<file path="src/rtl/la_seq_pkg.sv">
// rtl/la_seq_pkg.sv - shared state encoding, LA bit positions and dump tag constants for the LA host sequencer
package la_seq_pkg;

    typedef enum logic [3:0] {
        S_IDLE,
        S_LOAD,
        S_WRPULSE,
        S_VERIFY,
        S_RUN,
        S_DREG_SEL,
        S_DREG_OUT,
        S_DMEM_SEL,
        S_DMEM_OUT,
        S_DONE
    } la_seq_state_e;

    // Drive-side fields of la_data_in
    localparam int IRAM_DATA_LSB = 0;
    localparam int IRAM_SEL_LSB  = 32;
    localparam int IRAM_WR_BIT   = 36;
    localparam int DRAM_SEL_LSB  = 37;
    localparam int REG_SEL_LSB   = 42;
    localparam int CORE_RSTN_BIT = 47;

    // Readback fields of la_data_out
    localparam int IRAM_RB_LSB   = 0;
    localparam int DRAM_RB_LSB   = 32;
    localparam int REG_RB_LSB    = 64;

    localparam logic TAG_REG     = 1'b0;
    localparam logic TAG_DRAM    = 1'b1;

endpackage

</file>
<file path="src/rtl/la_host_sequencer_if.sv">
// rtl/la_host_sequencer_if.sv - program-load and dump stream handshakes between harness and sequencer
interface la_host_sequencer_if;
    logic        prog_valid;
    logic [31:0] prog_data;
    logic        prog_ready;
    logic        dump_valid;
    logic [31:0] dump_data;
    logic [5:0]  dump_tag;
    logic        dump_ready;

    modport master (
        input  prog_valid, prog_data, dump_ready,
        output prog_ready, dump_valid, dump_data, dump_tag
    );

    modport slave (
        output prog_valid, prog_data, dump_ready,
        input  prog_ready, dump_valid, dump_data, dump_tag
    );
endinterface

</file>
<file path="src/rtl/la_seq_field_pack.sv">
// rtl/la_seq_field_pack.sv - stateless packing of registered control fields onto the 128-bit LA input bus
module la_seq_field_pack
    import la_seq_pkg::*;
(
    input  logic [31:0]  instr,
    input  logic [3:0]   iram_sel,
    input  logic         iram_wr,
    input  logic [3:0]   dram_sel,
    input  logic [4:0]   reg_sel,
    input  logic         core_rstn,
    output logic [127:0] la_data_in
);
    always_comb begin
        la_data_in = '0;
        la_data_in[IRAM_DATA_LSB +: 32] = instr;
        la_data_in[IRAM_SEL_LSB +: 4]   = iram_sel;
        la_data_in[IRAM_WR_BIT]         = iram_wr;
        // The DRAM select field is 5 bits wide but only 16 words exist; its top bit stays 0
        la_data_in[DRAM_SEL_LSB +: 4]   = dram_sel;
        la_data_in[REG_SEL_LSB +: 5]    = reg_sel;
        la_data_in[CORE_RSTN_BIT]       = core_rstn;
    end
endmodule

</file>
<file path="src/rtl/la_host_sequencer.sv">
// rtl/la_host_sequencer.sv - load IRAM, run the core, dump regs and DRAM over LA; LA_SEQ_VERIFY_EN adds IRAM readback verify
module la_host_sequencer
    import la_seq_pkg::*;
#(
    parameter int NUM_IWORDS   = 16,
    parameter int NUM_DWORDS   = 16,
    parameter int NUM_REGS     = 32,
    parameter int READ_LATENCY = 1
) (
    input  logic                       clk,
    input  logic                       rst,
    input  logic                       start,
    input  logic [31:0]                run_cycles,
    output logic                       busy,
    output logic                       done,
    output logic                       verify_error,
    la_host_sequencer_if.master        bus,
    output logic [127:0]               la_data_in,
    input  logic [127:0]               la_data_out
);
    localparam logic [4:0] LAST_IWORD = 5'(NUM_IWORDS - 1);
    localparam logic [4:0] LAST_DWORD = 5'(NUM_DWORDS - 1);
    localparam logic [4:0] LAST_REG   = 5'(NUM_REGS - 1);
    localparam logic [3:0] LAT_INIT   = 4'(READ_LATENCY - 1);

    la_seq_state_e state_q, state_d;
    logic [4:0]    idx_q, idx_inc;
    logic [3:0]    lat_q;
    logic [31:0]   run_q, cnt_q, instr_q, dump_data_q;
    logic [3:0]    iram_sel_q, dram_sel_q;
    logic [4:0]    reg_sel_q;
    logic [5:0]    dump_tag_q;
    logic          busy_c, done_c, prog_ready_c, dump_valid_c, iram_wr_c, core_rstn_c;

    assign idx_inc = idx_q + 5'd1;

    always_ff @(posedge clk) begin
        if (rst) state_q <= S_IDLE;
        else     state_q <= state_d;
    end

    always_comb begin
        state_d      = state_q;
        busy_c       = (state_q != S_IDLE);
        done_c       = (state_q == S_DONE);
        prog_ready_c = (state_q == S_LOAD);
        dump_valid_c = (state_q == S_DREG_OUT) || (state_q == S_DMEM_OUT);
        iram_wr_c    = (state_q == S_WRPULSE);
        core_rstn_c  = (state_q == S_RUN) || (state_q == S_DREG_SEL) || (state_q == S_DREG_OUT)
                    || (state_q == S_DMEM_SEL) || (state_q == S_DMEM_OUT);
        case (state_q)
            S_IDLE:     if (start) state_d = S_LOAD;
            S_LOAD:     if (bus.prog_valid) state_d = S_WRPULSE;
`ifdef LA_SEQ_VERIFY_EN
            S_WRPULSE:  state_d = (idx_q == LAST_IWORD) ? S_VERIFY : S_LOAD;
            S_VERIFY:   if (lat_q == '0 && idx_q == LAST_IWORD) state_d = S_RUN;
`else
            S_WRPULSE:  state_d = (idx_q == LAST_IWORD) ? S_RUN : S_LOAD;
`endif
            // A count of 0 or 1 both leave after this cycle, so RUN always lasts at least one cycle
            S_RUN:      if (cnt_q <= 32'd1) state_d = S_DREG_SEL;
            S_DREG_SEL: if (lat_q == '0) state_d = S_DREG_OUT;
            S_DREG_OUT: if (bus.dump_ready) state_d = (idx_q == LAST_REG) ? S_DMEM_SEL : S_DREG_SEL;
            S_DMEM_SEL: if (lat_q == '0) state_d = S_DMEM_OUT;
            S_DMEM_OUT: if (bus.dump_ready) state_d = (idx_q == LAST_DWORD) ? S_DONE : S_DMEM_SEL;
            S_DONE:     state_d = S_IDLE;
            default:    state_d = S_IDLE;
        endcase
    end

    always_ff @(posedge clk) begin
        if (rst) begin
            idx_q       <= '0;
            lat_q       <= '0;
            run_q       <= '0;
            cnt_q       <= '0;
            instr_q     <= '0;
            iram_sel_q  <= '0;
            dram_sel_q  <= '0;
            reg_sel_q   <= '0;
            dump_data_q <= '0;
            dump_tag_q  <= '0;
        end else begin
            case (state_q)
                S_IDLE: if (start) begin
                    run_q <= run_cycles;
                    idx_q <= '0;
                end
                S_LOAD: if (bus.prog_valid) begin
                    instr_q    <= bus.prog_data;
                    iram_sel_q <= idx_q[3:0];
                end
                S_WRPULSE: begin
                    if (idx_q == LAST_IWORD) begin
                        idx_q <= '0;
`ifdef LA_SEQ_VERIFY_EN
                        iram_sel_q <= '0;
                        lat_q      <= LAT_INIT;
`else
                        cnt_q <= run_q;
`endif
                    end else begin
                        idx_q <= idx_inc;
                    end
                end
`ifdef LA_SEQ_VERIFY_EN
                S_VERIFY: begin
                    if (lat_q != '0) begin
                        lat_q <= lat_q - 4'd1;
                    end else if (idx_q == LAST_IWORD) begin
                        idx_q <= '0;
                        cnt_q <= run_q;
                    end else begin
                        idx_q      <= idx_inc;
                        iram_sel_q <= idx_inc[3:0];
                        lat_q      <= LAT_INIT;
                    end
                end
`endif
                S_RUN: begin
                    if (cnt_q <= 32'd1) begin
                        reg_sel_q <= idx_q;
                        lat_q     <= LAT_INIT;
                    end else begin
                        cnt_q <= cnt_q - 32'd1;
                    end
                end
                S_DREG_SEL: begin
                    if (lat_q == '0) begin
                        dump_data_q <= la_data_out[REG_RB_LSB +: 32];
                        dump_tag_q  <= {TAG_REG, idx_q};
                    end else begin
                        lat_q <= lat_q - 4'd1;
                    end
                end
                S_DREG_OUT: if (bus.dump_ready) begin
                    lat_q <= LAT_INIT;
                    if (idx_q == LAST_REG) begin
                        idx_q      <= '0;
                        dram_sel_q <= '0;
                    end else begin
                        idx_q     <= idx_inc;
                        reg_sel_q <= idx_inc;
                    end
                end
                S_DMEM_SEL: begin
                    if (lat_q == '0) begin
                        dump_data_q <= la_data_out[DRAM_RB_LSB +: 32];
                        dump_tag_q  <= {TAG_DRAM, idx_q};
                    end else begin
                        lat_q <= lat_q - 4'd1;
                    end
                end
                S_DMEM_OUT: if (bus.dump_ready && idx_q != LAST_DWORD) begin
                    idx_q      <= idx_inc;
                    dram_sel_q <= idx_inc[3:0];
                    lat_q      <= LAT_INIT;
                end
                S_DONE: begin
                    // Return every driven field to zero so IDLE presents an all-zero LA bus
                    idx_q       <= '0;
                    instr_q     <= '0;
                    iram_sel_q  <= '0;
                    dram_sel_q  <= '0;
                    reg_sel_q   <= '0;
                    dump_data_q <= '0;
                    dump_tag_q  <= '0;
                end
                default: ;
            endcase
        end
    end

`ifdef LA_SEQ_VERIFY_EN
    logic [31:0] shadow_q [NUM_IWORDS];
    logic        verify_error_q;

    always_ff @(posedge clk) begin
        if (state_q == S_LOAD && bus.prog_valid) shadow_q[idx_q[3:0]] <= bus.prog_data;
    end

    always_ff @(posedge clk) begin
        if (rst)
            verify_error_q <= 1'b0;
        else if (state_q == S_IDLE && start)
            verify_error_q <= 1'b0;
        else if (state_q == S_VERIFY && lat_q == '0
                 && la_data_out[IRAM_RB_LSB +: 32] != shadow_q[idx_q[3:0]])
            verify_error_q <= 1'b1;
    end

    assign verify_error = verify_error_q;

    logic unused_la;
    assign unused_la = ^la_data_out[127:96];
`else
    assign verify_error = 1'b0;

    logic unused_la;
    assign unused_la = ^{la_data_out[127:96], la_data_out[31:0]};
`endif

    assign busy           = busy_c;
    assign done           = done_c;
    assign bus.prog_ready = prog_ready_c;
    assign bus.dump_valid = dump_valid_c;
    assign bus.dump_data  = dump_data_q;
    assign bus.dump_tag   = dump_tag_q;

    la_seq_field_pack u_pack (
        .instr      (instr_q),
        .iram_sel   (iram_sel_q),
        .iram_wr    (iram_wr_c),
        .dram_sel   (dram_sel_q),
        .reg_sel    (reg_sel_q),
        .core_rstn  (core_rstn_c),
        .la_data_in (la_data_in)
    );
endmodule

</file>
<file path="src/flat_wrapper.sv">
// flat-port wrapper written by rule: the top's interface ports become plain ports
module la_host_sequencer_flat import la_seq_pkg::*;
#(
    parameter int NUM_IWORDS   = 16,
    parameter int NUM_DWORDS   = 16,
    parameter int NUM_REGS     = 32,
    parameter int READ_LATENCY = 1
)
  (clk, rst, start, run_cycles, busy, done, verify_error, la_data_in, la_data_out, bus_prog_valid, bus_prog_data, bus_dump_ready, bus_prog_ready, bus_dump_valid, bus_dump_data, bus_dump_tag);
  la_host_sequencer_if bus_i ();
  input  logic clk;
  input  logic rst;
  input  logic start;
  input  logic [31:0] run_cycles;
  output logic busy;
  output logic done;
  output logic verify_error;
  output logic [127:0] la_data_in;
  input  logic [127:0] la_data_out;
  input wire logic [$bits(bus_i.prog_valid)-1:0] bus_prog_valid;
  input wire logic [$bits(bus_i.prog_data)-1:0] bus_prog_data;
  input wire logic [$bits(bus_i.dump_ready)-1:0] bus_dump_ready;
  output wire logic [$bits(bus_i.prog_ready)-1:0] bus_prog_ready;
  output wire logic [$bits(bus_i.dump_valid)-1:0] bus_dump_valid;
  output wire logic [$bits(bus_i.dump_data)-1:0] bus_dump_data;
  output wire logic [$bits(bus_i.dump_tag)-1:0] bus_dump_tag;
  assign bus_i.prog_valid = bus_prog_valid;
  assign bus_i.prog_data = bus_prog_data;
  assign bus_i.dump_ready = bus_dump_ready;
  assign bus_prog_ready = bus_i.prog_ready;
  assign bus_dump_valid = bus_i.dump_valid;
  assign bus_dump_data = bus_i.dump_data;
  assign bus_dump_tag = bus_i.dump_tag;
  la_host_sequencer #(.NUM_IWORDS(NUM_IWORDS), .NUM_DWORDS(NUM_DWORDS), .NUM_REGS(NUM_REGS), .READ_LATENCY(READ_LATENCY)) u_core (.clk(clk), .rst(rst), .start(start), .run_cycles(run_cycles), .busy(busy), .done(done), .verify_error(verify_error), .bus(bus_i), .la_data_in(la_data_in), .la_data_out(la_data_out));
endmodule
</file>
<file path="config.mk">
export PLATFORM = sky130hd
export DESIGN_NAME = la_host_sequencer_flat
export DESIGN_NICKNAME = d
export VERILOG_FILES = /design/src/rtl/la_seq_pkg.sv /design/src/rtl/la_host_sequencer_if.sv /design/src/rtl/la_seq_field_pack.sv /design/src/rtl/la_host_sequencer.sv /design/src/flat_wrapper.sv
export SDC_FILE = /design/constraint.sdc
export NUM_CORES = 1
export LEC_CHECK = 0
export CORE_AREA = 2 2 143 145
export CTS_CLUSTER_DIAMETER = 100
export DETAILED_ROUTE_END_ITERATION = 7
export DIE_AREA = 0 0 145 147
export HOLD_SLACK_MARGIN = 0.02
export PLACE_DENSITY = 0.83
export SETUP_SLACK_MARGIN = 0.02
export SKIP_CTS_REPAIR_TIMING = 1
export SLEW_MARGIN = 25
export SYNTH_ARGS = -nofsm -noshare
export SYNTH_HDL_FRONTEND = slang
export SYNTH_SLANG_ARGS = --single-unit
</file>
<file path="constraint.sdc">
create_clock -name clk -period 3.1 [get_ports clk]
set_clock_uncertainty 0.05 [all_clocks]
set_input_delay 0.775 -clock clk [delete_from_list [all_inputs] [get_ports clk]]
set_output_delay 0.775 -clock clk [all_outputs]
set_load 0.01 [all_outputs]
</file>
# Yosys cells after proc, flatten, opt, wreduce, memory -nomap -nowiden
# Cells that the tools add are included.
[totals] input_bits=197 out_inout_bits=171 register_bits=160 elab_cells=108
[op_classes] n_eq_ne=24 add_sub_neg=3 order_cmp=1 n_reduce_logical=26 n_mux=43
[op_table] op="two-way mux 32 bit" count=5
[op_table] op="case mux 32 bit (2 select lines)" count=2
[op_table] op="case mux 32 bit (3 select lines)" count=1
[op_table] op="two-way mux 4 bit" count=16
[op_table] op="two-way mux 5 bit" count=8
[op_table] op="<= comparator 32 x 1 -> 1 bit, second input constant" count=1
[op_table] op="case mux 4 bit (8 select lines)" count=1
[op_table] op="subtractor 32 x 1 -> 32 bit, second input constant" count=1
[op_table] op="inequality test 2 bit, second input constant" count=13
[op_table] op="case mux 5 bit (5 select lines)" count=1
[op_table] op="case mux 6 bit (3 select lines)" count=1
[op_table] op="equality test 4 x 3 -> 1 bit, second input constant" count=4
[op_table] op="case mux 4 bit (4 select lines)" count=1
[op_table] op="case mux 5 bit (3 select lines)" count=1
[op_table] op="two-way mux 6 bit" count=2
[op_table] op="case mux 4 bit (3 select lines)" count=1
[op_table] op="AND reduction 4 bit" count=3
[op_table] op="nonzero test 3 bit" count=3
[op_table] op="equality test 4 bit, second input constant" count=2
[op_table] op="zero test 4 bit" count=2
[op_table] op="case mux 4 bit (2 select lines)" count=1
[op_table] op="nonzero test 4 bit" count=2
[op_table] op="AND reduction 7 bit" count=1
[op_table] op="AND reduction 3 bit" count=2
[op_table] op="other kinds (16)" count=22

# Depth between registers and ports, before layout
[logic_depth] depth_word=5 depth_mapped=10 depth_no_buf=8

# Modules after synthesis
# A second synthesis with hierarchy kept.
[hier_totals] hier_cells=1130 area_unflattened_um2=8712.1
[by_module_without_submodules] mod="la_host_sequencer" cells_per_inst=1001 seq_area_each_um2=3203.1 n_inst=1 area_per_inst_um2=7747.4
[by_module_without_submodules] mod="la_seq_field_pack" cells_per_inst=129 seq_area_each_um2=0.0 n_inst=1 area_per_inst_um2=964.7

# Worst setup path before layout
# No wires, ideal clock.
[synth_path] path_kind="flip-flop to flip-flop" start="reg u_core.cnt_q[0]" end="reg u_core.cnt_q[18]" path_stages_with_launch=8 setup_time_ns=0.134 slack_ns=0.605 arrival_time_ns=2.312 t_required_ns=2.916 path_buffers=0 synth_period_minus_slack_ns=2.495 path_cell_list="dfxtp_1 inv_1 ha_1 or4b_2 nor4_1 nor2_1 o41ai_1 a31oi_1"
[synth_between] elab_chain_cells=3 elab_cells_between_ends=6 cone_classes="1 x add/sub; 1 x order compare; 1 x eq/ne; 2 x mux; 1 x reduce/logical"
[synth_rtl] element="start: declaration" line="la_host_sequencer.sv:29" rtl="logic [31:0] run_q, cnt_q, instr_q, dump_data_q;"
[synth_rtl] element="start signal: assignment" line="la_host_sequencer.sv:100" rtl="cnt_q <= run_q;"
[synth_rtl] element="start signal: assignment" line="la_host_sequencer.sv:125" rtl="cnt_q <= cnt_q - 32'd1;"
[synth_rtl] element="subtractor 32 x 1 -> 32 bit or <= comparator 32 x 1 -> 1 bit (tied branches)" line="la_host_sequencer.sv:125, la_host_sequencer.sv:121"
[synth_rtl] element="two-way mux 32 bit or inequality test 2 bit (tied branches)"
[synth_rtl] element="case mux 32 bit (2 select lines) or AND reduction 3 bit (tied branches)"
# Several ways; a longest one is shown, not always the timed one. The select of a mux whose other input is x is not followed.
# A chain may end at the register's enable or synchronous reset.

# Worst setup path in the final report
[layout_path] start="reg u_core.state_q[1]" end="out bus_prog_ready"
[layout_between] elab_chain_cells=1
[layout_rtl] element="start: declaration" line="la_host_sequencer.sv:26" rtl="la_seq_state_e state_q, state_d;"
[layout_rtl] element="start signal: assignment" line="la_host_sequencer.sv:39" rtl="else state_q <= state_d;"
[layout_rtl] element="equality test 4 x 1 -> 1 bit" line="la_host_sequencer.sv:46" rtl="prog_ready_c = (state_q == S_LOAD);"
[layout_rtl] element="end: declaration" line="flat_wrapper.sv:23" rtl="output wire logic [$bits(bus_i.prog_ready)-1:0] bus_prog_ready;"
# No other way between the ends.

==> flow_summary.toml <==
[synthesis]
synth.area.top_cells = "dfxtp_1 (39%), buf_4 (7.8%), nand2_1 (7.3%)"
synth-edff-count = 0
syn_area_sq_mm = 0.00812
yosysWarnings = 0
synth_seq_area_share_pct = 39.4
synth_area_per_cell_sq_um = 7.99
ys_async_sr_fraction_pct = 0
synth_top_area_share_pct = 39.4
synth_top_area_cell = "dfxtp_1"
ys.flop_type = "dfxtp_1"
ys_ff_latch = 160
ys_types = 69
syn_inst = 1016

[critical_path]
reg2regPathDepth = 8
critPathLaunchType = "flop"
worst_r2r_endpoint = "u_core.idx_q[2]$_SDFFE_PP0P_"
cp.arrival_ns = 2.22
r2r-start = "u_core.idx_q[1]$_SDFFE_PP0P_"
crit_fanout = 22
r2r_slack_ns = 0.33
crit_type = "flop to output port"
crit_required_ns = 2.27
end_kind = "output port"

[worst_hold_path]
hold_path_depth = 2
min_from = "u_core.instr_q[12]$_SDFFE_PP0P_"
holdPathEnd = "u_core.instr_q[12]$_SDFFE_PP0P_"
hold_path.class = "flop to flop"

[routing]
num_vias = 8192
drt-vias-per-instance = 5.49
first_iter_violations = 762
drt_wl_total_um = 23700
postRouteAntennaNets = 0
wire_per_inst_um = 15.9
drc_errors = 0
firstDrtPassIters = 6

[timing]
relSlewSlack_pct = 52.3
rsz0062_at_grt = "false"
fin_crit_sh_pct = 98.2
min_period_ns = 3.05
max_freq_mhz = 328
setup-violations-final = 0
slew_viol_final = 0
tightestPinTransition_ns = 0.706
finalHoldViolCount = 0

[layout]
diodes = 0
nNetsFinal = 1412
drive_above_1_share_pct = 7.78
postLayoutCellArea_sq_mm = 0.0110
synthToLayoutAreaGrowth_pct = 34.9

[placed_design]
place_area_sq_mm = 0.0103
globalplace.congestion = 0.925
hpwl_um = 16200
port_buffers = 221

[clock_tree]
cts_root_buf = "clkbuf_16"
cts_made_buffers = 17
cts_buffer_depth = 2
clock-sinks = 160
clkSlewWorstSetupHoldPaths_ns = 0.07
h-tree-depth = 4
clk_latency_ns = 0.44
cts_tree = "built"

[power]
p_leak_nw = 4.07
power.density_mw_per_mm2 = 692
peakVddDrop_v = 0.000522
power_w = 0.00758

[die]
dieArea_sq_mm = 0.0213
die_w_um = 145
placeableCoreArea_sq_mm = 0.0198
die_height_um = 147
initial_core_util_pct = 40.9
io_pins = 368
rows = 52

[grt]
grt_max_degree = 127
grt_first_pass_wirelength_um = 38200
grt_pass1_vias = 7553
track_usage_pct = 21.4
antenna_found_initial = 0
gr-total-overflow = 0

[flow_run]
cap_violations = 0

[run_status]
status = "complete, no violations"
-- cell type report --
| class | instances | area, sq um |
|---|---|---|
| fillers | 1804 | 8890 |
| repair buffers | 260 | 2510 |
| multi-input cells | 751 | 4220 |
| flip-flops and latches | 160 | 3210 |
| inverters | 18 | 67.6 |
| clock inverters | 13 | 166 |
| clock buffers | 19 | 443 |
| well taps | 270 | 338 |
-- state kept, by name (all words and copies together) (netlist names) --
signal / cells
u_core.bus.dump_tag: 6
u_core.iram_sel_q: 4
u_core.run_q: 32
u_core.dram_sel_q: 4
u_core.cnt_q: 32
u_core.idx_q: 5
u_core.bus.dump_data: 32
u_core.state_q: 4
u_core.lat_q: 4
u_core.reg_sel_q: 5
u_core.instr_q: 32
-- worst max-delay path by stage --
stage / startpoint / to / slack [ns] / cells after the start
finish: u_core.state_q[1]$_SDFFE_PP0P_ / bus_prog_ready / 0.05 / 2
detailed placement: bus_dump_ready / u_core.idx_q[2]$_SDFFE_PP0P_ / 0.24 / 6
global placement: bus_dump_ready / u_core.idx_q[2]$_SDFFE_PP0P_ / 0.34 / 6
CTS: u_core.state_q[1]$_SDFFE_PP0P_ / bus_prog_ready / -0.03 / 2
global route: u_core.state_q[0]$_SDFFE_PP0P_ / la_data_in[47] / 0.05 / 4
floorplan: u_core.cnt_q[0]$_SDFFE_PP0P_ / u_core.cnt_q[18]$_SDFFE_PP0P_ / 0.60 / 7
-- per-layer routing --
layer	GRT usage, %	vias up	wire length [um]
met3	4.69	47	1690
met4	7.87	0	527
met2	35.6	376	11500
li1	-	3927	-
met1	27.5	3842	10000
met5	0	-	0
-- logic make-up (layout without fill, tap and decap cells) --
kind of cell    after synthesis  after routing  share of synthesized area (%)
simple gates                378            378                           22.2
compound gates              269            269                           22.8
buf+inv                     186            310                           12.6
flops                       160            160                           39.4
mux                          13             13                           1.63
fa+ha+maj                     7              7                           1.08
xor+xnor                      2              2                          0.216
other cells                   1             82                         0.0462
-- worst max-delay path, cell delays in order (launching register included) --
cell and delay (ns):
dfxtp_2 0.43, nor4b_1 0.67, clkdlybuf4s50_1 0.69
-- stage by stage --
step                setup TNS, ns  instances  hold WS, ns  util, %  setup WS, ns
floorplan                       0       1097        0.382        -         0.605
global placement                0       1459        0.391     52.1         0.338
detailed placement              0       1459        0.397     52.1         0.240
CTS                       -0.0266       1491        0.409     55.2       -0.0266
global route                    0       1491        0.426     55.2        0.0529
finish                          0       1491        0.404     55.2        0.0549
-- where the power goes --
group	internal, W	leakage, nW	total (W)	switching [W]
clock network	0.00124	0.299	0.00218	0.000939
registers	0.00233	1.30	0.00257	0.000243
logic	0.00118	2.48	0.00283	0.00165
total	0.00474	4.07	0.00758	0.00284
-- cells in the mapped netlist (5+ instances only) --
cell type  instances
nor2b_1            5
nand2_1          157
nor2_1            80
clkbuf_1          78
or3_1              6
ha_1               7
a222oi_1          32
o311ai_0          14
or4_1             11
a21oi_1          104
o32ai_1            5
mux2i_1           11
inv_1             18
a211oi_1           8
o31ai_1           20
o21ai_0           14
dfxtp_1          160
a22oi_1            8
buf_4             84
a32oi_1            7
a31oi_1           20
nand3_1           25
nand4_1           12
and2_1             6
nor3_1            24
nor4_1            14
nor4b_1            5
-- cells in the final DEF, fill, tap and decap left out, types with 4 or more instances in the layout --
master	netlist	layout
o2bb2ai_1	4	4
or4_1	11	11
clkdlybuf4s50_1	0	220
o21a_1	4	4
buf_4	84	39
nor3_1	24	23
or3_1	6	6
o31ai_1	20	20
nor4_1	14	14
o32ai_1	5	5
nand2_1	157	157
a222oi_1	32	32
nand4_1	12	12
a22oi_1	8	8
nand2b_1	4	4
and3_1	4	4
nor2b_1	5	5
nand3_1	25	25
a31oi_1	20	20
nor4b_1	5	4
conb_1	1	82
a21oi_1	104	104
clkbuf_16	0	17
mux2i_1	11	11
o21ai_0	14	14
ha_1	7	7
nor2_1	80	79
a32oi_1	7	7
o311ai_0	14	14
inv_1	18	18
dfxtp_1	160	157
and2_1	6	6
a211oi_1	8	8
inv_6	0	6
Note: power is estimated with default switching activity, not from simulation.
